### config.mk
export PLATFORM = sky130hd
export DESIGN_NAME = drop_sequencer
export DESIGN_NICKNAME = d
export VERILOG_FILES = /design/src/rtl/drop_sequencer.sv
export SDC_FILE = /design/constraint.sdc
export NUM_CORES = 1
export LEC_CHECK = 0
export ABC_AREA = 1
export CORE_MARGIN = 2
export CORE_UTILIZATION = 50
export CTS_CLUSTER_DIAMETER = 40
export DETAILED_ROUTE_END_ITERATION = 6
export GPL_TIMING_DRIVEN = 0
export PLACE_DENSITY = 0.83
export SETUP_SLACK_MARGIN = 0.05
export SYNTH_ARGS = -nofsm -noshare
export SYNTH_HDL_FRONTEND = slang
export SYNTH_SLANG_ARGS = --single-unit
### constraint.sdc
create_clock -name clk -period 6.4 [get_ports clk]
set_clock_uncertainty 0.2 [all_clocks]
set_input_delay 0.96 -clock clk [delete_from_list [all_inputs] [get_ports clk]]
set_output_delay 0.96 -clock clk [all_outputs]
set_load 0.02 [all_outputs]
### src/rtl/drop_sequencer.sv
// Game-flow controller for the falling piece: spawn, game-over check, timed
// gravity, collision probe, lock and line clear. All outputs are registered.
module drop_sequencer #(
  parameter logic [3:0]  SPAWN_X    = 4'd3,
  parameter logic [4:0]  SPAWN_Y    = 5'd0,
  parameter logic [15:0] BASE_TICKS = 16'd1000,
  parameter logic [15:0] LEVEL_STEP = 16'd60,
  parameter logic [15:0] MIN_TICKS  = 16'd100
) (
  input  logic       clk,
  input  logic       rst,
  input  logic       start,
  input  logic       tick,
  input  logic [3:0] level,
  input  logic       soft_drop,
  input  logic       x_load,
  input  logic [3:0] x_new,
  input  logic       game_over_in,
  output logic       fit_req,
  output logic [4:0] fit_y,
  input  logic       fit_ack,
  input  logic       fit_ok,
  input  logic       clear_done,
  output logic [3:0] pos_x,
  output logic [4:0] pos_y,
  output logic       new_game,
  output logic       spawn,
  output logic       lock,
  output logic       clear_req,
  output logic [2:0] state,
  output logic       game_over
);

  typedef enum logic [2:0] {
    S_IDLE  = 3'd0,
    S_SPAWN = 3'd1,
    S_CHECK = 3'd2,
    S_FALL  = 3'd3,
    S_PROBE = 3'd4,
    S_LOCK  = 3'd5,
    S_CLEAR = 3'd6,
    S_OVER  = 3'd7
  } state_t;

  state_t      r_state, w_state_nxt;
  logic [15:0] r_cnt, w_cnt_nxt;
  logic        r_chk, w_chk_nxt;
  logic [3:0]  r_pos_x, w_pos_x_nxt;
  logic [4:0]  r_pos_y, w_pos_y_nxt;
  logic [4:0]  r_fit_y, w_fit_y_nxt;
  logic        r_fit_req, w_fit_req_nxt;
  logic        r_clear_req, w_clear_req_nxt;
  logic        r_new_game, w_new_game_nxt;
  logic        r_spawn, w_spawn_nxt;
  logic        r_lock, w_lock_nxt;
  logic        r_game_over, w_game_over_nxt;

  // Fall period in 17-bit two's complement; a negative raw value saturates.
  logic [16:0] w_dec;
  logic [16:0] w_raw;
  logic [15:0] w_period;
  logic        w_expire;

  assign w_dec = {13'd0, level} * {1'b0, LEVEL_STEP};
  assign w_raw = {1'b0, BASE_TICKS} - w_dec;

  always_comb begin
    w_period = MIN_TICKS;
    if (!soft_drop && !w_raw[16] && (w_raw[15:0] > MIN_TICKS))
      w_period = w_raw[15:0];
  end

  assign w_expire = tick && (r_cnt >= (w_period - 16'd1));

  always_ff @(posedge clk) begin
    if (rst) begin
      r_state     <= S_IDLE;
      r_cnt       <= 16'd0;
      r_chk       <= 1'b0;
      r_pos_x     <= 4'd0;
      r_pos_y     <= 5'd0;
      r_fit_y     <= 5'd0;
      r_fit_req   <= 1'b0;
      r_clear_req <= 1'b0;
      r_new_game  <= 1'b0;
      r_spawn     <= 1'b0;
      r_lock      <= 1'b0;
      r_game_over <= 1'b0;
    end else begin
      r_state     <= w_state_nxt;
      r_cnt       <= w_cnt_nxt;
      r_chk       <= w_chk_nxt;
      r_pos_x     <= w_pos_x_nxt;
      r_pos_y     <= w_pos_y_nxt;
      r_fit_y     <= w_fit_y_nxt;
      r_fit_req   <= w_fit_req_nxt;
      r_clear_req <= w_clear_req_nxt;
      r_new_game  <= w_new_game_nxt;
      r_spawn     <= w_spawn_nxt;
      r_lock      <= w_lock_nxt;
      r_game_over <= w_game_over_nxt;
    end
  end

  always_comb begin
    w_state_nxt     = r_state;
    w_cnt_nxt       = r_cnt;
    w_chk_nxt       = r_chk;
    w_pos_x_nxt     = r_pos_x;
    w_pos_y_nxt     = r_pos_y;
    w_fit_y_nxt     = r_fit_y;
    w_fit_req_nxt   = r_fit_req;
    w_clear_req_nxt = r_clear_req;
    w_game_over_nxt = r_game_over;
    w_new_game_nxt  = 1'b0;
    w_spawn_nxt     = 1'b0;
    w_lock_nxt      = 1'b0;

    case (r_state)
      S_IDLE: begin
        if (start) begin
          w_state_nxt    = S_SPAWN;
          w_new_game_nxt = 1'b1;
        end
      end
      S_SPAWN: begin
        w_pos_x_nxt = SPAWN_X;
        w_pos_y_nxt = SPAWN_Y;
        w_spawn_nxt = 1'b1;
        w_cnt_nxt   = 16'd0;
        w_chk_nxt   = 1'b0;
        w_state_nxt = S_CHECK;
      end
      // First CHECK cycle lets the clocked checker see the new anchor.
      S_CHECK: begin
        if (!r_chk) begin
          w_chk_nxt = 1'b1;
        end else if (game_over_in) begin
          w_state_nxt     = S_OVER;
          w_game_over_nxt = 1'b1;
        end else begin
          w_state_nxt = S_FALL;
        end
      end
      S_FALL: begin
        if (x_load)
          w_pos_x_nxt = x_new;
        if (tick) begin
          if (w_expire) begin
            w_cnt_nxt = 16'd0;
            if (r_pos_y == 5'd31) begin
              w_state_nxt = S_LOCK;
            end else begin
              w_state_nxt   = S_PROBE;
              w_fit_req_nxt = 1'b1;
              w_fit_y_nxt   = r_pos_y + 5'd1;
            end
          end else begin
            w_cnt_nxt = r_cnt + 16'd1;
          end
        end
      end
      S_PROBE: begin
        if (fit_ack) begin
          w_fit_req_nxt = 1'b0;
          if (fit_ok) begin
            w_pos_y_nxt = r_pos_y + 5'd1;
            w_state_nxt = S_FALL;
          end else begin
            w_state_nxt = S_LOCK;
          end
        end
      end
      S_LOCK: begin
        w_lock_nxt      = 1'b1;
        w_clear_req_nxt = 1'b1;
        w_state_nxt     = S_CLEAR;
      end
      S_CLEAR: begin
        if (clear_done) begin
          w_clear_req_nxt = 1'b0;
          w_state_nxt     = S_SPAWN;
        end
      end
      S_OVER: begin
        if (start) begin
          w_state_nxt     = S_SPAWN;
          w_new_game_nxt  = 1'b1;
          w_game_over_nxt = 1'b0;
        end
      end
      default: w_state_nxt = S_IDLE;
    endcase
  end

  assign state     = r_state;
  assign pos_x     = r_pos_x;
  assign pos_y     = r_pos_y;
  assign fit_y     = r_fit_y;
  assign fit_req   = r_fit_req;
  assign clear_req = r_clear_req;
  assign new_game  = r_new_game;
  assign spawn     = r_spawn;
  assign lock      = r_lock;
  assign game_over = r_game_over;

endmodule

==> impl_metrics.tcl, run 1 <==
set metrics [dict create \
    gr-total-overflow 0 \
    start_util_pct 50.9 \
    reg2reg_from "r_cnt[9]" \
    htreeDepth 2 \
    clock.fmax_mhz 170 \
    grt_max_degree 14 \
    finalSetupTns_ns 0 \
    fin_area_um2 3610 \
    cts.path.max_buffers 2 \
    placed_cell_area_um2 3480 \
    start_kind "primary input" \
    avgSynthCellArea_um2 7.02 \
    worst_path_most_repeated_cell "nand2_1" \
    synth_top_family_by_area "simple AND/OR/NAND/NOR gates" \
    critical_path_class "in -> reg" \
    r2r-end "r_cnt[12]" \
    ys_types 41 \
    synthesis.area_um2 2980 \
    grt_pass1_wl_um 11500 \
    drt_iter0_drc 132 \
    outcome "finished, final reports clean" \
    hold_start "game_over" \
    synth_compound_area_share_pct 10.9 \
    ys_warn_count 0 \
    rrSetupSlack_ns 4.13 \
    synth_edf_count 0 \
    slowest_stage "fa_1" \
    worstMarginPinSlew_ns 0.518 \
    die_h_um 81.2 \
    fin_util_pct 61.7 \
    crit_fanout 10 \
    ant_nets 0 \
    wl_per_cell_um 12.3 \
    gp_congestion 0.899 \
    drv_slew 0 \
    synthAdderAreaFrac_pct 16.8 \
    clockRootBuffer "clkbuf_8" \
    rsz0062_at_grt "false" \
    crit_family "adder cells" \
    finalHoldViolations 0 \
    p_per_area_nw_per_um2 290 \
    fp.dieW_um 81.2 \
    std_cell_rows 28 \
    fp.dieArea_um2 6590 \
    ys_seq_area_share_pct 26.9 \
    cts_tree "done" \
    netlist_instances 424 \
    dr.pass1.iters 4 \
    clk_latency_ns 0.30 \
    period_share_pct 91.9 \
    cts_hold_buf 0 \
    ios 41 \
    synthSimpleGateAreaFrac_pct 33.3 \
    critPathBufInv 6 \
    antenna_cells 0 \
    clk_pin_slew_ns 0.08 \
    hold_path_end "game_over" \
    worstRegToRegCells 10 \
    cp.required_ns 6.40 \
    async_flop_share_pct 0 \
    grt.total_usage_pct 22.0 \
    critPathMaxStageDelay_ns 0.53 \
    p_leak_nw 1.71 \
    syn2layout_area_growth_pct 21.2 \
    hold_ws_ns 0.274 \
    whs_path_depth 2 \
    min_path_type "reg -> reg" \
    slew-limit-headroom_pct 65.4 \
    synth-main-ff-cell "dfxtp_1" \
    nets 530 \
    nFillCells 498 \
    numClockSinks 40 \
    synth_xor_area_share_pct 3.82 \
    synth-seq-cells 40 \
    ir_drop_uv 244 \
    drc 0 \
    setup_violations 0 \
    worstPathArrival_ns 5.88 \
    wirelength_um 6770 \
    end_kind "flop" \
    maxCapViolations 0 \
    num_vias 2856 \
    vias_per_cell 5.18 \
    synthMuxAreaShare_pct 0 \
    grt_pass1_vias 2673 \
    grt_antenna_before_repair 0 \
    numCtsBuffers 5 \
    layout-drive-gt1-share_pct 8.61 \
    hpwl_um 5370 \
    period_needed_ns 5.88 \
    numPortBuffers 39 \
    core_area_um2 5850 \
]
[per-stage QoR]
stage / cells / setup WS [ns] / power (mW)
finish: 551 / 0.518 / 1.05
global route: 551 / 0.0606 / 1.12
CTS: 551 / 0.217 / 1.04
detailed placement: 543 / -0.488 / 0.818
global placement: 543 / -0.348 / 0.802
floorplan: 429 / 0.857 / 0.667
[how the worst max path moves through the flow]
stage,from,endpoint,slack [ns],depth (start not counted)
final,level[0],r_cnt[12],0.52,32
after global routing,level[0],r_cnt[7],0.06,32
after CTS,level[3],r_cnt[12],0.22,33
after detailed placement,level[2],r_cnt[12],-0.49,32
after global placement,level[2],r_cnt[12],-0.35,32
after floorplan,level[0],r_cnt[12],0.86,31
[cells by family after synthesis]
family / Yosys count
AO/OA/AOI/OAI: 57
XOR/XNOR: 13
adder cells (fa/ha/maj): 37
buffers and inverters: 62
flip-flops: 40
other: 1
AND/OR/NAND/NOR: 214
[where the power goes]
part,internal [mW],total [mW],switching (mW),leakage [nW]
logic,0.190,0.503,0.314,1.32
registers,0.285,0.323,0.0382,0.325
clock network,0.128,0.219,0.0915,0.0614
[layout make-up]
class | instances | area (um2) | share of cell area [%]
Multi-Input combinational cell | 327 | 1970 | 54.6
Sequential cell | 40 | 801 | 22.2
Timing Repair Buffer | 39 | 378 | 10.5
Inverter | 58 | 223 | 6.17
Tap cell | 75 | 93.8 | 2.60
Clock buffer | 6 | 82.6 | 2.29
Clock inverter | 2 | 38.8 | 1.07
Buffer | 4 | 22.5 | 0.624
[worst reg2reg max path: stages, from the launching register on]
cell and delay (ns):
dfxtp_1 0.43, ha_1 0.28, a21oi_1 0.13, nand3b_1 0.12
a21oi_1 0.07, nor2_1 0.25, a31oi_2 0.21, nand2_1 0.13
nand2_2 0.10, buf_4 0.20, nor2_1 0.10
[state kept, by name, indices dropped and copies added, names as in the netlist, 3 cells and up]
name,flops
r_cnt,16
pos_x,4
fit_y,5
pos_y,5
state,3
[synthesized netlist by cell type (2+ instances only)]
library cell	n	area share (%)
nor2_2	5	1.1
nand3b_1	3	0.76
nand3_2	2	0.67
xnor2_1	2	0.59
nand4_1	7	1.5
inv_2	4	0.50
o211a_1	3	1.0
xor2_1	11	3.2
fa_1	5	3.4
nor3b_1	2	0.50
dfxtp_1	40	27
a21oi_1	27	4.5
clkbuf_1	2	0.25
nand2_2	3	0.63
nor2_1	56	7.1
nand3_1	33	5.5
o21ai_0	19	3.2
nand2_1	83	10
ha_1	32	13
inv_1	52	6.6
or2_2	2	0.42
nor3_1	9	1.5
nor2_4	2	0.76
nor4_1	3	0.63
[metal layers]
metal	track usage, %	up-vias	share of wire [%]
li1	-	1486	-
met1	28.0	1291	46
met2	37.4	68	47
met3	4.78	11	5.0
met4	6.27	0	1.5
met5	0	-	0
[cells in the final DEF (no fill, tap or decap), types with 11 or more instances in the layout]
cell type	netlist	layout
inv_1	52	52
a21oi_1	27	27
nor2_1	56	55
nand2_1	83	82
dfxtp_1	40	40
ha_1	32	32
xor2_1	11	11
nand3_1	33	32
clkdlybuf4s50_1	0	35
o21ai_0	19	18
[timing repair]
item / in CTS / in global routing
buffers inserted: 0 / 0
pin swaps: 1 / 1
endpoints found under the setup margin: 13 / 25
hold endpoints to repair: 0 / 0
resized for setup: 5 / 11
Power figures use the tool's default switching activity.
==> run 2: changes to the inputs <==
--- a/config.mk
+++ b/config.mk
@@ -5,7 +5,7 @@
 export SDC_FILE = /design/constraint.sdc
 export NUM_CORES = 1
 export LEC_CHECK = 0
-export ABC_AREA = 1
+export ABC_AREA = 0
 export CORE_MARGIN = 2
 export CORE_UTILIZATION = 50
 export CTS_CLUSTER_DIAMETER = 40
@@ -13,6 +13,7 @@
 export GPL_TIMING_DRIVEN = 0
 export PLACE_DENSITY = 0.83
 export SETUP_SLACK_MARGIN = 0.05
+export SKIP_LAST_GASP = 1
 export SYNTH_ARGS = -nofsm -noshare
 export SYNTH_HDL_FRONTEND = slang
 export SYNTH_SLANG_ARGS = --single-unit
==> run 2 against run 1 <==
Register-to-register slack got worse by 0.12 ns. Highest routed layer unchanged. Maximum frequency decreased by 6.9%. Worst hold slack got worse by 0.0011 ns.
==> impl_metrics.tcl, run 2 <==
set metrics [dict create \
    clock.fmax_mhz 158 \
    netlist_instances 362 \
    yosys.cell_count.top_type "dfxtp_1" \
    p_int_mw 0.628 \
    synth-main-ff-cell "dfxtp_1" \
    start_util_pct 51.8 \
    avgSynthCellArea_um2 8.52 \
    placed_cell_area_um2 3590 \
    wl_per_cell_um 16.1 \
    start_kind "primary input" \
    critical_path_class "in -> reg" \
    synth_area_leaders "dfxtp_1, ha_1, nor2_1" \
    cts_tree "done" \
    synthesis.area_um2 3080 \
    die_h_um 82.5 \
    async_flop_share_pct 0 \
    grt.total_usage_pct 24.0 \
    grt_pass1_vias 2954 \
    fin_ws_ns 0.0792 \
    drv_slew 0 \
    grt_max_degree 13 \
    slew-limit-headroom_pct 65.5 \
    crit_fanout 7 \
    finalHoldViolations 0 \
    netlist_top_cells_count "dfxtp_1, ha_1, nor2_1" \
    setup_violations 0 \
    swShare_pct 37.7 \
    hpwl_um 5430 \
    synth_top_cell_area_share_pct 26.0 \
    layout_common_cells "dfxtp_1, clkdlybuf4s50_1, nor2_1" \
    p_leak_nw 1.57 \
    outcome "finished, final reports clean" \
    ys_seq_area_share_pct 26.0 \
    core_area_um2 5960 \
    drc 0 \
    period_share_pct 98.8 \
    rsz0062_at_grt "true" \
    p_sw_mw 0.380 \
    end_kind "flop" \
    syn2layout_area_growth_pct 31.1 \
    ys_warn_count 0 \
    wirelength_um 8140 \
    synth-seq-cells 40 \
    gr-total-overflow 0 \
    reg2reg_from "r_cnt[13]" \
    clk_latency_ns 0.29 \
    numClockSinks 40 \
    min_path_type "reg -> reg" \
    dpl.cell_count 481 \
    crit_path_start "level[0]" \
    cts.path.max_buffers 2 \
    dr.pass1.iters 5 \
    hold_start "fit_y[3]" \
    ir_drop_uv 170 \
    worstPathArrival_ns 6.31 \
    cts_hold_buf 0 \
    post-place-ws_ns -1.10 \
    antenna_cells 0 \
    clk_pin_slew_ns 0.08 \
    maxCapViolations 0 \
    final_cell_count_no_fill 506 \
    fin_area_um2 4040 \
    ys_types 71 \
    fp.dieW_um 82.5 \
    pwr-share-clk_pct 24.1 \
    vias_per_cell 5.82 \
    numCtsBuffers 5 \
    std_cell_rows 28 \
    synth_top_area_cell "dfxtp_1" \
    gp_congestion 0.865 \
    grt_pass1_wl_um 13000 \
    ios 41 \
    grt_antenna_before_repair 0 \
    fp.dieArea_um2 6810 \
    worstMarginPinSlew_ns 0.514 \
    numPortBuffers 39 \
    cp.required_ns 6.39 \
    layout-drive-gt1-share_pct 17.6 \
    largest_reg_flops 16 \
    nets 486 \
    clockRootBuffer "clkbuf_8" \
    num_vias 2946 \
    synth_edf_count 0 \
    mostFrequentLayoutCell "dfxtp_1" \
    htreeDepth 2 \
    drt_iter0_drc 168 \
    period_needed_ns 6.32 \
    top_register "r_cnt" \
    pwr-share-comb_pct 48.9 \
    ant_nets 0 \
    pwr-share-seq_pct 27.0 \
    p_per_area_nw_per_um2 249 \
]
[run 2: cell count changes in the layout (fill, tap and decap cells not counted), sizes merged, moves of 13 or more]
cell	previous run	this run
buf	2	25
inv	57	23
nand2	87	24
nand3	35	17
nor2	64	32
nor3	10	23
[run 2: path summary, 6_finish.rpt]
kind,endpoint,slack [ns],depth (start not counted)
max,fit_y[0],0.08,22
min,fit_y[3],0.27,2
max reg2reg,fit_y[2],4.01,7
min reg2reg,fit_y[3],0.27,2
[run 2: power by group through the flow]
stage | clock (mW) | sequential [mW] | combinational (mW)
after floorplan | 0 | 0.289 | 0.255
after global placement | 0 | 0.277 | 0.345
after detailed placement | 0 | 0.277 | 0.357
after CTS | 0.245 | 0.272 | 0.393
after global routing | 0.254 | 0.274 | 0.528
final | 0.243 | 0.272 | 0.493
[run 2: layer usage]
| layer | part of all wire, % | vias to the layer above | global-route usage, % |
|---|---|---|---|
| met5 | 0 | - | 0 |
| met4 | 2.7 | 0 | 6.72 |
| met3 | 3.7 | 25 | 3.37 |
| met2 | 53 | 83 | 45.1 |
| met1 | 41 | 1413 | 28.2 |
| li1 | - | 1425 | - |
[run 2: worst max-delay path: stages]
cell and delay (ns):
buf_12 0.11, fa_1 0.58, fa_1 0.46, buf_4 0.15, ha_1 0.27, a211o_1 0.35
a2111o_1 0.40, o311ai_2 0.14, a41o_1 0.31, a21oi_4 0.06, and2_4 0.16, ha_4 0.16
o2111a_2 0.15, o21ai_2 0.19, xor2_1 0.18, nand2_1 0.09, ha_1 0.29, nand4_1 0.13
a211oi_4 0.32, nand3_4 0.18, a211oi_4 0.34, mux2_4 0.32
[run 2: repair_timing]
action	4_1_cts	5_1_grt
setup endpoints to repair	25	25
pin swaps	7	17
resized for setup	21	39
buffers inserted	7	11
[run 2: metrics by stage]
| stage | TNS, ns | hold WS (ns) | power, mW | util (%) |
|---|---|---|---|---|
| after global placement | -21.21 | 0.256 | 0.622 | 60.2 |
| after CTS | 0 | 0.274 | 0.910 | 64.4 |
| after global routing | -0.421 | 0.308 | 1.06 | 67.9 |
| after detailed placement | -22.52 | 0.259 | 0.635 | 60.2 |
| after floorplan | 0 | 0.254 | 0.543 | - |
| final | 0 | 0.273 | 1.01 | 67.9 |
[run 2: area by class of cell]
| type | count | area, um2 |
|---|---|---|
| Clock buffer | 5 | 68.8 |
| Multi-Input combinational cell | 292 | 2330 |
| Sequential cell | 40 | 801 |
| Fill cell | 459 | 1910 |
| Tap cell | 75 | 93.8 |
| Buffer | 12 | 51.3 |
| Timing Repair Buffer | 57 | 549 |
| Clock inverter | 2 | 60.1 |
| Inverter | 23 | 86.3 |
[run 2: logic make-up after synthesis]
logic type | after synthesis | synth area share, %
buffers and inverters | 35 | 4.38
DFF | 40 | 26.0
AOI/OAI and AO/OA | 77 | 18.5
adders and majority gates | 37 | 16.2
xor gates and xnor gates | 22 | 6.49
muxes | 7 | 2.80
and+or+nand+nor | 143 | 25.6
other | 1 | 0.122
==> run 3: changes to the inputs <==
--- a/config.mk
+++ b/config.mk
@@ -8,10 +8,10 @@
 export ABC_AREA = 0
 export CORE_MARGIN = 2
 export CORE_UTILIZATION = 50
-export CTS_CLUSTER_DIAMETER = 40
+export CTS_CLUSTER_DIAMETER = 50
 export DETAILED_ROUTE_END_ITERATION = 6
 export GPL_TIMING_DRIVEN = 0
-export PLACE_DENSITY = 0.83
+export PLACE_DENSITY = 0.85
 export SETUP_SLACK_MARGIN = 0.05
 export SKIP_LAST_GASP = 1
 export SYNTH_ARGS = -nofsm -noshare
==> constraint.sdc (replaced) <==
create_clock -name clk -period 5.4 [get_ports clk]
set_clock_uncertainty 0.2 [all_clocks]
set_input_delay 0.81 -clock clk [delete_from_list [all_inputs] [get_ports clk]]
set_output_delay 0.81 -clock clk [all_outputs]
set_load 0.02 [all_outputs]
==> run 3 against run 2 <==
First-iteration DRC count shrank 4.2%. Clock-buffer cell count is the same. Worst hold slack gained 0.0069 ns. Total power grew 17%. Sequential power grew 18%. Die area is the same. Combinational power grew 22%. The flow now finishes with violations (negative setup slack). Non-clock buffer count grew 7. Design area grew 4.4%. Cell count grew 1.6%. Flip-flop and latch count is the same.
==> impl_metrics.tcl, run 3 (synthesis gave the netlist of run 2 again) <==
set metrics [dict create \
    p_per_area_nw_per_um2 280 \
    slew-limit-headroom_pct 49.6 \
    start_kind "primary input" \
    dr.pass1.iters 5 \
    drc 0 \
    nets 493 \
    grt_pass1_vias 2933 \
    cts.path.max_buffers 2 \
    period_needed_ns 6.09 \
    htreeDepth 2 \
    worstPathArrival_ns 6.09 \
    grt_antenna_before_repair 0 \
    clk_pin_slew_ns 0.09 \
    r2r-end "fit_y[0]" \
    rrSetupSlack_ns 2.99 \
    gr-total-overflow 0 \
    hold_path_end "fit_y[3]" \
    wl_per_cell_um 16.5 \
    grt.total_usage_pct 24.5 \
    fin_ws_ns -0.694 \
    path_cells "buf_12 -> fa_1 -> fa_1 -> inv_2 -> fa_2 -> buf_4 -> a21boi_0 -> nor4_4 -> a21oi_4 -> a21oi_4 -> and2_4 -> ha_4 -> o2111a_2 -> o21ai_2 -> xor2_1 -> nand2_1 -> ha_1 -> nand4_1 -> a211oi_4 -> nand3_4 -> a211oi_4 -> mux2_4" \
    critPathMaxStageDelay_ns 0.60 \
    fp.dieArea_um2 6810 \
    maxCapViolations 0 \
    cts_tree "done" \
    std_cell_rows 28 \
    p_int_mw 0.706 \
    power_mw 1.18 \
    outcome "finished with violations" \
    ir_drop_uv 200 \
    numClockSinks 40 \
    crit_fanout 6 \
    fp.dieW_um 82.5 \
    cp.required_ns 5.40 \
    min_path_type "reg -> reg" \
    layout-drive-gt1-share_pct 22.3 \
    vias_per_cell 5.95 \
    numPortBuffers 39 \
    ios 41 \
    dpl.cell_count 481 \
    core_area_um2 5960 \
    clk_latency_ns 0.31 \
    slowest_stage "fa_1" \
    clock.fmax_mhz 164 \
    layout_common_cells "dfxtp_1, clkdlybuf4s50_1, nor2_1" \
    syn2layout_area_growth_pct 36.9 \
    worstRegToRegCells 7 \
    violations "negative setup slack" \
    wirelength_um 8510 \
    whs_path_depth 2 \
    final_cell_count_no_fill 514 \
    num_vias 3057 \
    largest_reg_flops 16 \
    hpwl_um 5300 \
    top_register "r_cnt" \
    pwr-share-comb_pct 50.9 \
    ant_nets 0 \
    critical_path_class "in -> reg" \
    rsz0062_at_grt "true" \
    grt_max_degree 14 \
    numCtsBuffers 5 \
    grt_pass1_wl_um 13200 \
    pwr-share-clk_pct 21.8 \
    pwr-share-seq_pct 27.3 \
    gp_congestion 0.894 \
    die_h_um 82.5 \
    clockRootBuffer "clkbuf_8" \
    start_util_pct 51.8 \
    nFillCells 439 \
    finalHoldViolations 0 \
    antenna_cells 0 \
    p_sw_mw 0.475 \
    hold_ws_ns 0.280 \
    mostFrequentLayoutCell "dfxtp_1" \
    reg2reg_from "r_cnt[2]" \
    period_share_pct 113 \
    end_kind "flop" \
    p_leak_nw 1.61 \
    worstMarginPinSlew_ns 0.756 \
    drv_slew 0 \
    drt_iter0_drc 161 \
    swShare_pct 40.3 \
    hold_start "fit_y[3]" \
    setup_violations 25 \
]
==> run 3: changes by cell type in the layout (fill, tap and decap cells not counted), sizes merged <==
cell and delta:
buf +7, bufinv -1, clkbuf -1, clkdlybuf4s15 +1, clkinv +1, clkinvlp +1
==> run 3: layout make-up <==
class	instances	area [um2]	area share (%)
well taps	75	93.8	2.22
inverters	23	86.3	2.05
flip-flops and latches	40	801	19.0
repair buffers	64	626	14.8
clock inverters	3	42.5	1.01
clock buffers	5	68.8	1.63
multi-input cells	292	2450	58.0
plain buffers	12	55.1	1.30
==> run 3: routing by layer <==
| layer | track usage [%] | vias up | share of wire [%] |
|---|---|---|---|
| met5 | 0 | - | 0 |
| met2 | 45.6 | 117 | 52 |
| li1 | - | 1438 | - |
| met3 | 2.72 | 28 | 4.0 |
| met4 | 8.85 | 0 | 3.0 |
| met1 | 28.8 | 1474 | 41 |
==> run 3: worst max path at each step <==
stage	from	endpoint	slack (ns)	cells past startpoint
2_1_floorplan	level[2]	fit_y[0]	-0.49	21
3_3_place_gp	level[2]	fit_y[0]	-1.55	22
3_5_place_dp	level[2]	r_cnt[8]	-1.65	23
4_1_cts	level[1]	fit_y[0]	-0.46	22
5_1_grt	level[0]	fit_y[0]	-0.83	22
6_report	level[0]	fit_y[0]	-0.69	22
==> run 3: what timing repair did <==
item / in CTS / in global routing
endpoints found under the setup margin: 25 / 25
setup buffers: 17 / 8
gates resized for setup: 52 / 25
pin swaps: 30 / 20
cloned: 1 / 0
hold buffers: 0 / 0
==> run 3: power groups by stage <==
| stage | combinational (mW) | sequential [mW] | clock (mW) |
|---|---|---|---|
| floorplan | 0.320 | 0.342 | 0 |
| finish | 0.601 | 0.322 | 0.257 |
| global route | 0.644 | 0.325 | 0.266 |
| CTS | 0.515 | 0.322 | 0.252 |
| detailed placement | 0.443 | 0.328 | 0 |
| global placement | 0.427 | 0.329 | 0 |
==> run 3: through the flow <==
step	setup WS, ns	instance area [um2]	setup TNS (ns)	util, %
finish	-0.694	4220	-14.60	70.9
global route	-0.833	4220	-18.24	70.9
CTS	-0.456	4030	-8.43	67.7
detailed placement	-1.65	3630	-36.62	61.0
global placement	-1.55	3630	-34.23	61.0
floorplan	-0.491	3150	-7.47	-
==> run 3: critical path: cells and delay by family <==
family          cells  cell delay, ns
compound gates      7            1.73
xor+xnor            1            0.19
fa+ha+maj           5            2.09
buf+inv             3            0.28
mux                 1            0.32
simple gates        5            0.67
